==> src/rtl/ahb_pkg.sv <==
// Shared AHB definitions: transfer/burst encodings, master index width and
// the fixed-burst length helper used by the arbiter.
package ahb_pkg;

  localparam int unsigned AhbIdxW = 2;

  typedef enum logic [1:0] {
    HtransIdle   = 2'b00,
    HtransBusy   = 2'b01,
    HtransNonseq = 2'b10,
    HtransSeq    = 2'b11
  } htrans_e;

  typedef enum logic [2:0] {
    HburstSingle = 3'b000,
    HburstIncr   = 3'b001,
    HburstWrap4  = 3'b010,
    HburstIncr4  = 3'b011,
    HburstWrap8  = 3'b100,
    HburstIncr8  = 3'b101,
    HburstWrap16 = 3'b110,
    HburstIncr16 = 3'b111
  } hburst_e;

  // Beats remaining after the NONSEQ beat; 0 for SINGLE and undefined-length INCR.
  function automatic logic [3:0] burst_beats_m1(logic [2:0] hburst);
    unique case (hburst)
      HburstWrap4,  HburstIncr4:  return 4'd3;
      HburstWrap8,  HburstIncr8:  return 4'd7;
      HburstWrap16, HburstIncr16: return 4'd15;
      default:                    return 4'd0;
    endcase
  endfunction

endpackage

==> src/rtl/ahb_arb_rr_pick.sv <==
// Combinational round-robin picker: first request after ptr_i (wrapping),
// or DefaultMaster when nothing is requested.
module ahb_arb_rr_pick
  import ahb_pkg::*;
#(
  parameter int unsigned NumMasters    = 4,
  parameter int unsigned DefaultMaster = 0
) (
  input  logic [NumMasters-1:0] req_i,
  input  logic [AhbIdxW-1:0]    ptr_i,
  output logic [AhbIdxW-1:0]    win_o,
  output logic [NumMasters-1:0] onehot_o
);

  logic found;

  always_comb begin
    found    = 1'b0;
    win_o    = AhbIdxW'(DefaultMaster);
    onehot_o = '0;
    // Offset k=1 is the master right after the pointer, k=NumMasters is the pointer itself.
    for (int unsigned k = 1; k <= NumMasters; k++) begin
      for (int unsigned j = 0; j < NumMasters; j++) begin
        if (!found && req_i[j] && (((32'(ptr_i) + k) % NumMasters) == j)) begin
          found = 1'b1;
          win_o = AhbIdxW'(j);
        end
      end
    end
    for (int unsigned j = 0; j < NumMasters; j++) begin
      onehot_o[j] = (32'(win_o) == j);
    end
  end

endmodule

==> src/rtl/ahb_arbiter.sv <==
// Round-robin AHB arbiter with fixed-burst protection and default-master parking.
// Define AHB_ARB_LOCK_EN to let the owner's HLOCK hold the grant and drive HMASTLOCK.
module ahb_arbiter
  import ahb_pkg::*;
#(
  parameter int unsigned NUM_MASTERS    = 4,
  parameter int unsigned DEFAULT_MASTER = 0
) (
  input  logic                   HCLK,
  input  logic                   HRESET,
  input  logic [NUM_MASTERS-1:0] HBUSREQ,
  input  logic [NUM_MASTERS-1:0] HLOCK,
  input  logic [1:0]             HTRANS,
  input  logic [2:0]             HBURST,
  input  logic                   HREADY,
  output logic [NUM_MASTERS-1:0] HGRANT,
  output logic [AhbIdxW-1:0]     HMASTER,
  output logic [AhbIdxW-1:0]     HMASTER_D,
  output logic                   HMASTLOCK
);

  localparam logic [NUM_MASTERS-1:0] GrantRst = NUM_MASTERS'(1) << DEFAULT_MASTER;
  localparam logic [AhbIdxW-1:0]     IdxRst   = AhbIdxW'(DEFAULT_MASTER);

  logic [NUM_MASTERS-1:0] grant_q;
  // Index of the granted master; also serves as the round-robin pointer (last_owner).
  logic [AhbIdxW-1:0]     grant_idx_q;
  logic [AhbIdxW-1:0]     hmaster_q, hmaster_d_q;
  logic [3:0]             beats_q, beats_d;
  logic                   mastlock_q;
  logic                   owner_lock;
  logic                   hold;
  logic [AhbIdxW-1:0]     pick_idx;
  logic [NUM_MASTERS-1:0] pick_onehot;

  ahb_arb_rr_pick #(
    .NumMasters   (NUM_MASTERS),
    .DefaultMaster(DEFAULT_MASTER)
  ) u_pick (
    .req_i   (HBUSREQ),
    .ptr_i   (grant_idx_q),
    .win_o   (pick_idx),
    .onehot_o(pick_onehot)
  );

`ifdef AHB_ARB_LOCK_EN
  assign owner_lock = |(HLOCK & grant_q);
`else
  logic unused_hlock;
  assign unused_hlock = ^HLOCK;
  assign owner_lock   = 1'b0;
`endif

  always_comb begin
    beats_d = beats_q;
    if (HREADY) begin
      unique case (HTRANS)
        HtransNonseq: beats_d = burst_beats_m1(HBURST);
        HtransSeq:    beats_d = (beats_q != 4'd0) ? beats_q - 4'd1 : 4'd0;
        default:      ;
      endcase
    end
  end

  // The accept of the final SEQ leaves beats_d at 0, so the grant may move on that edge.
  assign hold = (beats_d != 4'd0) || owner_lock;

  always_ff @(posedge HCLK or posedge HRESET) begin
    if (HRESET) begin
      grant_q     <= GrantRst;
      grant_idx_q <= IdxRst;
      hmaster_q   <= IdxRst;
      hmaster_d_q <= IdxRst;
      beats_q     <= 4'd0;
      mastlock_q  <= 1'b0;
    end else if (HREADY) begin
      beats_q     <= beats_d;
      hmaster_q   <= grant_idx_q;
      hmaster_d_q <= hmaster_q;
      mastlock_q  <= owner_lock;
      if (!hold) begin
        grant_q     <= pick_onehot;
        grant_idx_q <= pick_idx;
      end
    end
  end

  assign HGRANT    = grant_q;
  assign HMASTER   = hmaster_q;
  assign HMASTER_D = hmaster_d_q;
  assign HMASTLOCK = mastlock_q;

endmodule
==> config.mk <==
export PLATFORM = sky130hd
export DESIGN_NAME = ahb_arbiter
export DESIGN_NICKNAME = d
export VERILOG_FILES = /design/src/rtl/ahb_pkg.sv /design/src/rtl/ahb_arb_rr_pick.sv /design/src/rtl/ahb_arbiter.sv
export SDC_FILE = /design/constraint.sdc
export NUM_CORES = 1
export LEC_CHECK = 0
export CAP_MARGIN = 20
export CORE_MARGIN = 4
export CORE_UTILIZATION = 47
export DETAILED_ROUTE_END_ITERATION = 12
export PLACE_DENSITY_LB_ADDON = 0.15
export SLEW_MARGIN = 20
export SYNTH_ARGS = -nofsm -noshare
export SYNTH_HDL_FRONTEND = slang
export SYNTH_SLANG_ARGS = --single-unit
==> constraint.sdc <==
create_clock -name HCLK -period 4.9 [get_ports HCLK]
set_input_delay 0.735 -clock HCLK [delete_from_list [all_inputs] [get_ports HCLK]]
set_output_delay 0.735 -clock HCLK [all_outputs]
set_load 0.02 [all_outputs]
==> reports/results.env <==
GRT_USAGE=0.1499
FILLERINSTANCES=137
TIMING.MAX_SLEW.REL_SLACK=0.6442
MAX_CAP_VIOL_COUNT=0
VIAS_IN_THE_FIRST_GLOBAL_ROUTE=687
PLACEMENT_ROWS=15
FINAL_HOLD_VIOL_COUNT=0
LAYOUT-DRIVE-GT1-SHARE=0.2245
GRT_MAX_DEGREE=15
TRITONCTS_CLOCK_TREE='yes'
TIMING.CRITICAL_PATH.SLOWEST_STAGE_CELL='sky130_fd_sc_hd__clkdlybuf4s50_1'
MIN_PERIOD_OVER_PERIOD=0.5553
SYNTH-EDFF-COUNT=0
FINAL_NETS=117
P_CLK_FRAC=0.160
GLOBALPLACE.CONGESTION=0.8219
FIN_TNS_SETUP_NS=0
SYNTH_SIMPLE_GATE_AREA_FRAC=0.2104
DIODES=0
COMBINATIONAL_FAMILY_WITH_THE_MOST_AREA_AFTER_SYNTHESIS='simple AND/OR/NAND/NOR gates'
FIRST_PASS_ITERS=4
OUTCOME='complete, no violations'
DETAIL-ROUTE-ANTENNA-NETS=0
INTERNAL-POWER_W=0.0003389
MAX_CLOCK_FREQ_MHz=367.5
START_UTIL=0.4993
CTS.CLK_SLEW.WORST_PATHS_NS=0.08
SEQ_POWER_SHARE=0.391
DIE_WIDTH_UM=50.83
REGAREA_SQ_UM=351.6
YOSYSTOPAREACELLSHARE=0.3774
TOTAL_POWER_W=0.0005288
YS.FLOP_TYPE='sky130_fd_sc_hd__dfrtp_1'
POST_CTS_RESIZED=0
VIAS_PER_CELL=5.374
CTS_POST_SETUP_BUFFERS_INSERTED=0
TIMING.HOLD.WORST.CLASS='flip-flop to flip-flop'
CHIPHEIGHT_UM=50.83
ROUTE.FINAL.WIRE_LENGTH_UM=1673
ELEMENT_TYPE_AT_THE_CRITICAL_PATH_START='input port'
REQUIRED_TIME_OF_THE_CRITICAL_PATH_NS=5.07
WORSTPATHCELLLIST='clkdlybuf4s50_1 -> and2_2 -> o311ai_1 -> a21boi_4 -> or4b_4 -> mux2_4'
CTS_MAX_PATH_BUFFERS=2
POWER.COMBINATIONAL.FRACTION=0.449
LARGEST_CELLS_BY_AREA_AFTER_SYNTHESIS='sky130_fd_sc_hd__dfrtp_1 38%, sky130_fd_sc_hd__mux2_4 7.0%, sky130_fd_sc_hd__mux2_2 5.2%'
SLEW_VIOLATIONS=0
CLOCK_SINKS=14
WORST-SLEW-PIN-TRANSITION_NS=0.5331
SYNTH-SEQ-AREA-SHARE=0.4078
DIE_AREA_SQ_UM=2583
POST_SYNTH_MUX_AREA_SHARE=0.1567
P_PER_AREA_nW_PER_UM2=491.4
DRT_FIRST_ITER_VIOLATIONS=20
SYNTH_FA_HA_AREA_FRAC=0.02903
POST-ROUTE-MIN-PERIOD_NS=2.721
POST_SYNTH.CELL_AREA_AVG_SQ_UM=10.78
SYNTH_ASYNC_SR_FLOP_SHARE=1.000
SYNTHTOLAYOUTAREAGROWTH_PCT=24.82
SYNTHXORXNORAREAFRAC=0
FIN_WORST_SKEW_NS=0.005668
SYN_STD_CELL_AREA_SQ_UM=862.1
SYNTHCELLS=80
PLACE.DETAILED.HPWL_UM=1289
WORST_SKEW_PAIR.LATE_LATENCY_NS=0.29
YOSYS_TOP_CELL_BY_AREA='sky130_fd_sc_hd__dfrtp_1'
CORE-AREA_SQ_UM=1727
GRT_TOTAL_OVFL=0
PATH_CLASS='input port to flip-flop'
SYNTH.LIB_CELLS_USED.DISTINCT=35
FOOTPRINT_OF_THE_MULTI_INPUT_GATES_SQ_UM=454.2
GRT_PASS1_WL_UM=2863
HOLDBUFCOUNTCTS=0
CRITPATHARRIVALTIME_NS=2.89
VDD_IR_DROP_MAX_mV=0.2766
CTS.ROOT.BUFFER_CELL='sky130_fd_sc_hd__clkbuf_4'
DR_TOTAL_VIAS=661
POWER.SHARE.SWITCHING=0.3591
WORST-PATH-MAX-FANOUT=7
CRITICAL_PATH.ENDPOINT_TYPE='flip-flop'
UNREPAIRED_SETUP_ENDPOINTS_AFTER_GLOBAL_ROUTING='no'
PSW_W=0.0001899
LEAKAGE_DISSIPATION_nW=0.4988
DRT-WIRELENGTH-PER-CELL_UM=13.60
HTREE_NUM_LEVELS=1
NUMPORTBUFFERS=18
SYN_NETS=98
CP_SLOWEST_STAGE_DELAY_NS=0.68
HOLDWS_NS=0.5166
YS.WARNINGS.COUNT=0
IO_PINS=25
ROUTE.DETAILED.DRC=0
ANTENNA_FOUND_INITIAL=0
SYNTH-COMPOUND-AREA-SHARE=0.1263
SYNTH-SEQ-CELLS=14
TIMING.FINAL.SETUP_VIOLATIONS=0
TRITONCTS.NUM_BUFFERS=3
==> layout by cell type (no fill, tap or decap), drive strengths merged, types with 3 or more instances in the layout <==
cell           netlist  routed
nor2                 3       3
clkdlybuf4s50        0      18
nand3                3       3
dfrtp               13      13
nor2b                5       5
o21ai                3       3
inv                  6       6
clkbuf               1       4
nand2                7       7
mux2i                3       3
a21oi                4       4
mux2                 8       8
==> flip-flops by register name (all words and copies together), names as in the netlist <==
register,cells
grant_idx_q,2
HMASTER_D,2
beats_q,4
HMASTER,2
HGRANT,4
==> worst paths after layout <==
path                                           from                         end  slack (ns)  depth (start not counted)
setup / recovery                             HREADY  grant_idx_q[1]$_DFFE_PP0P_        2.18                          6
hold / removal             HMASTER_D[0]$_DFFE_PP0P_    HMASTER_D[0]$_DFFE_PP0P_        0.52                          1
setup reg to reg             beats_q[0]$_DFFE_PP0P_  grant_idx_q[1]$_DFFE_PP0P_        2.60                          7
hold reg to reg            HMASTER_D[0]$_DFFE_PP0P_    HMASTER_D[0]$_DFFE_PP0P_        0.52                          1
max in group asynchronous                    HRESET       HGRANT[0]$_DFFE_PP1P_        3.75                          2
min in group asynchronous                    HRESET       HGRANT[2]$_DFFE_PP0P_        0.78                          2
==> synth_stat cells (2+ instances only) <==
| library cell | instances |
|---|---|
| sky130_fd_sc_hd__mux2i_1 | 3 |
| sky130_fd_sc_hd__mux2_4 | 4 |
| sky130_fd_sc_hd__buf_6 | 2 |
| sky130_fd_sc_hd__a21oi_1 | 4 |
| sky130_fd_sc_hd__ha_1 | 2 |
| sky130_fd_sc_hd__nor2_1 | 3 |
| sky130_fd_sc_hd__nand2_1 | 6 |
| sky130_fd_sc_hd__dfrtp_1 | 13 |
| sky130_fd_sc_hd__mux2_2 | 4 |
| sky130_fd_sc_hd__nor2b_1 | 5 |
| sky130_fd_sc_hd__o21ai_0 | 2 |
| sky130_fd_sc_hd__nand3_2 | 3 |
| sky130_fd_sc_hd__nor3_1 | 2 |
| sky130_fd_sc_hd__inv_1 | 6 |
==> worst max-delay path: cells and delay by family <==
kind            cells  cell delay [ns]
buf+inv             1             0.68
simple gates        2             0.87
compound gates      2             0.28
mux                 1             0.33
==> power groups by stage <==
stage / combinational, W / clock (W) / sequential (W)
after floorplan: 0.000115 / 0 / 0.000235
after global placement: 0.000233 / 0 / 0.000207
after detailed placement: 0.000238 / 0 / 0.000209
after CTS: 0.000240 / 0.0000867 / 0.000207
after global routing: 0.000257 / 0.0000928 / 0.000216
final: 0.000238 / 0.0000845 / 0.000207
==> kinds of logic (layout without fill, tap and decap cells) <==
logic type | Yosys count | in the layout
simple gates | 28 | 28
compound gates | 14 | 14
flops | 14 | 14
mux | 11 | 11
buf+inv | 10 | 28
fa+ha+maj | 2 | 2
other cells | 1 | 1
==> metrics by stage <==
stage	worst slack, ns	utilization	instance area, sq um	instances
6_report	2.179	0.6232	1076	123
5_1_grt	2.132	0.6232	1076	123
4_1_cts	2.185	0.6232	1076	123
3_5_place_dp	1.896	0.6022	1040	119
3_3_place_gp	1.931	0.6022	1040	119
2_1_floorplan	2.604	-	862.1	80
==> per-layer routing <==
layer | up-vias | global-route usage | part of all wire
li1 | 318 | - | -
met4 | 0 | 0.08969 | 0.044
met2 | 22 | 0.2283 | 0.46
met5 | - | 0 | 0
met3 | 10 | 0.04665 | 0.051
met1 | 311 | 0.1852 | 0.44
==> cell type report <==
class                   count  area share
flip-flops and latches     14      0.3267
well taps                  25     0.02907
inverters                   6     0.02093
multi-input cells          56      0.4221
repair buffers             18      0.1674
clock buffers               4     0.03372
Note: power is estimated with default switching activity, not from simulation.
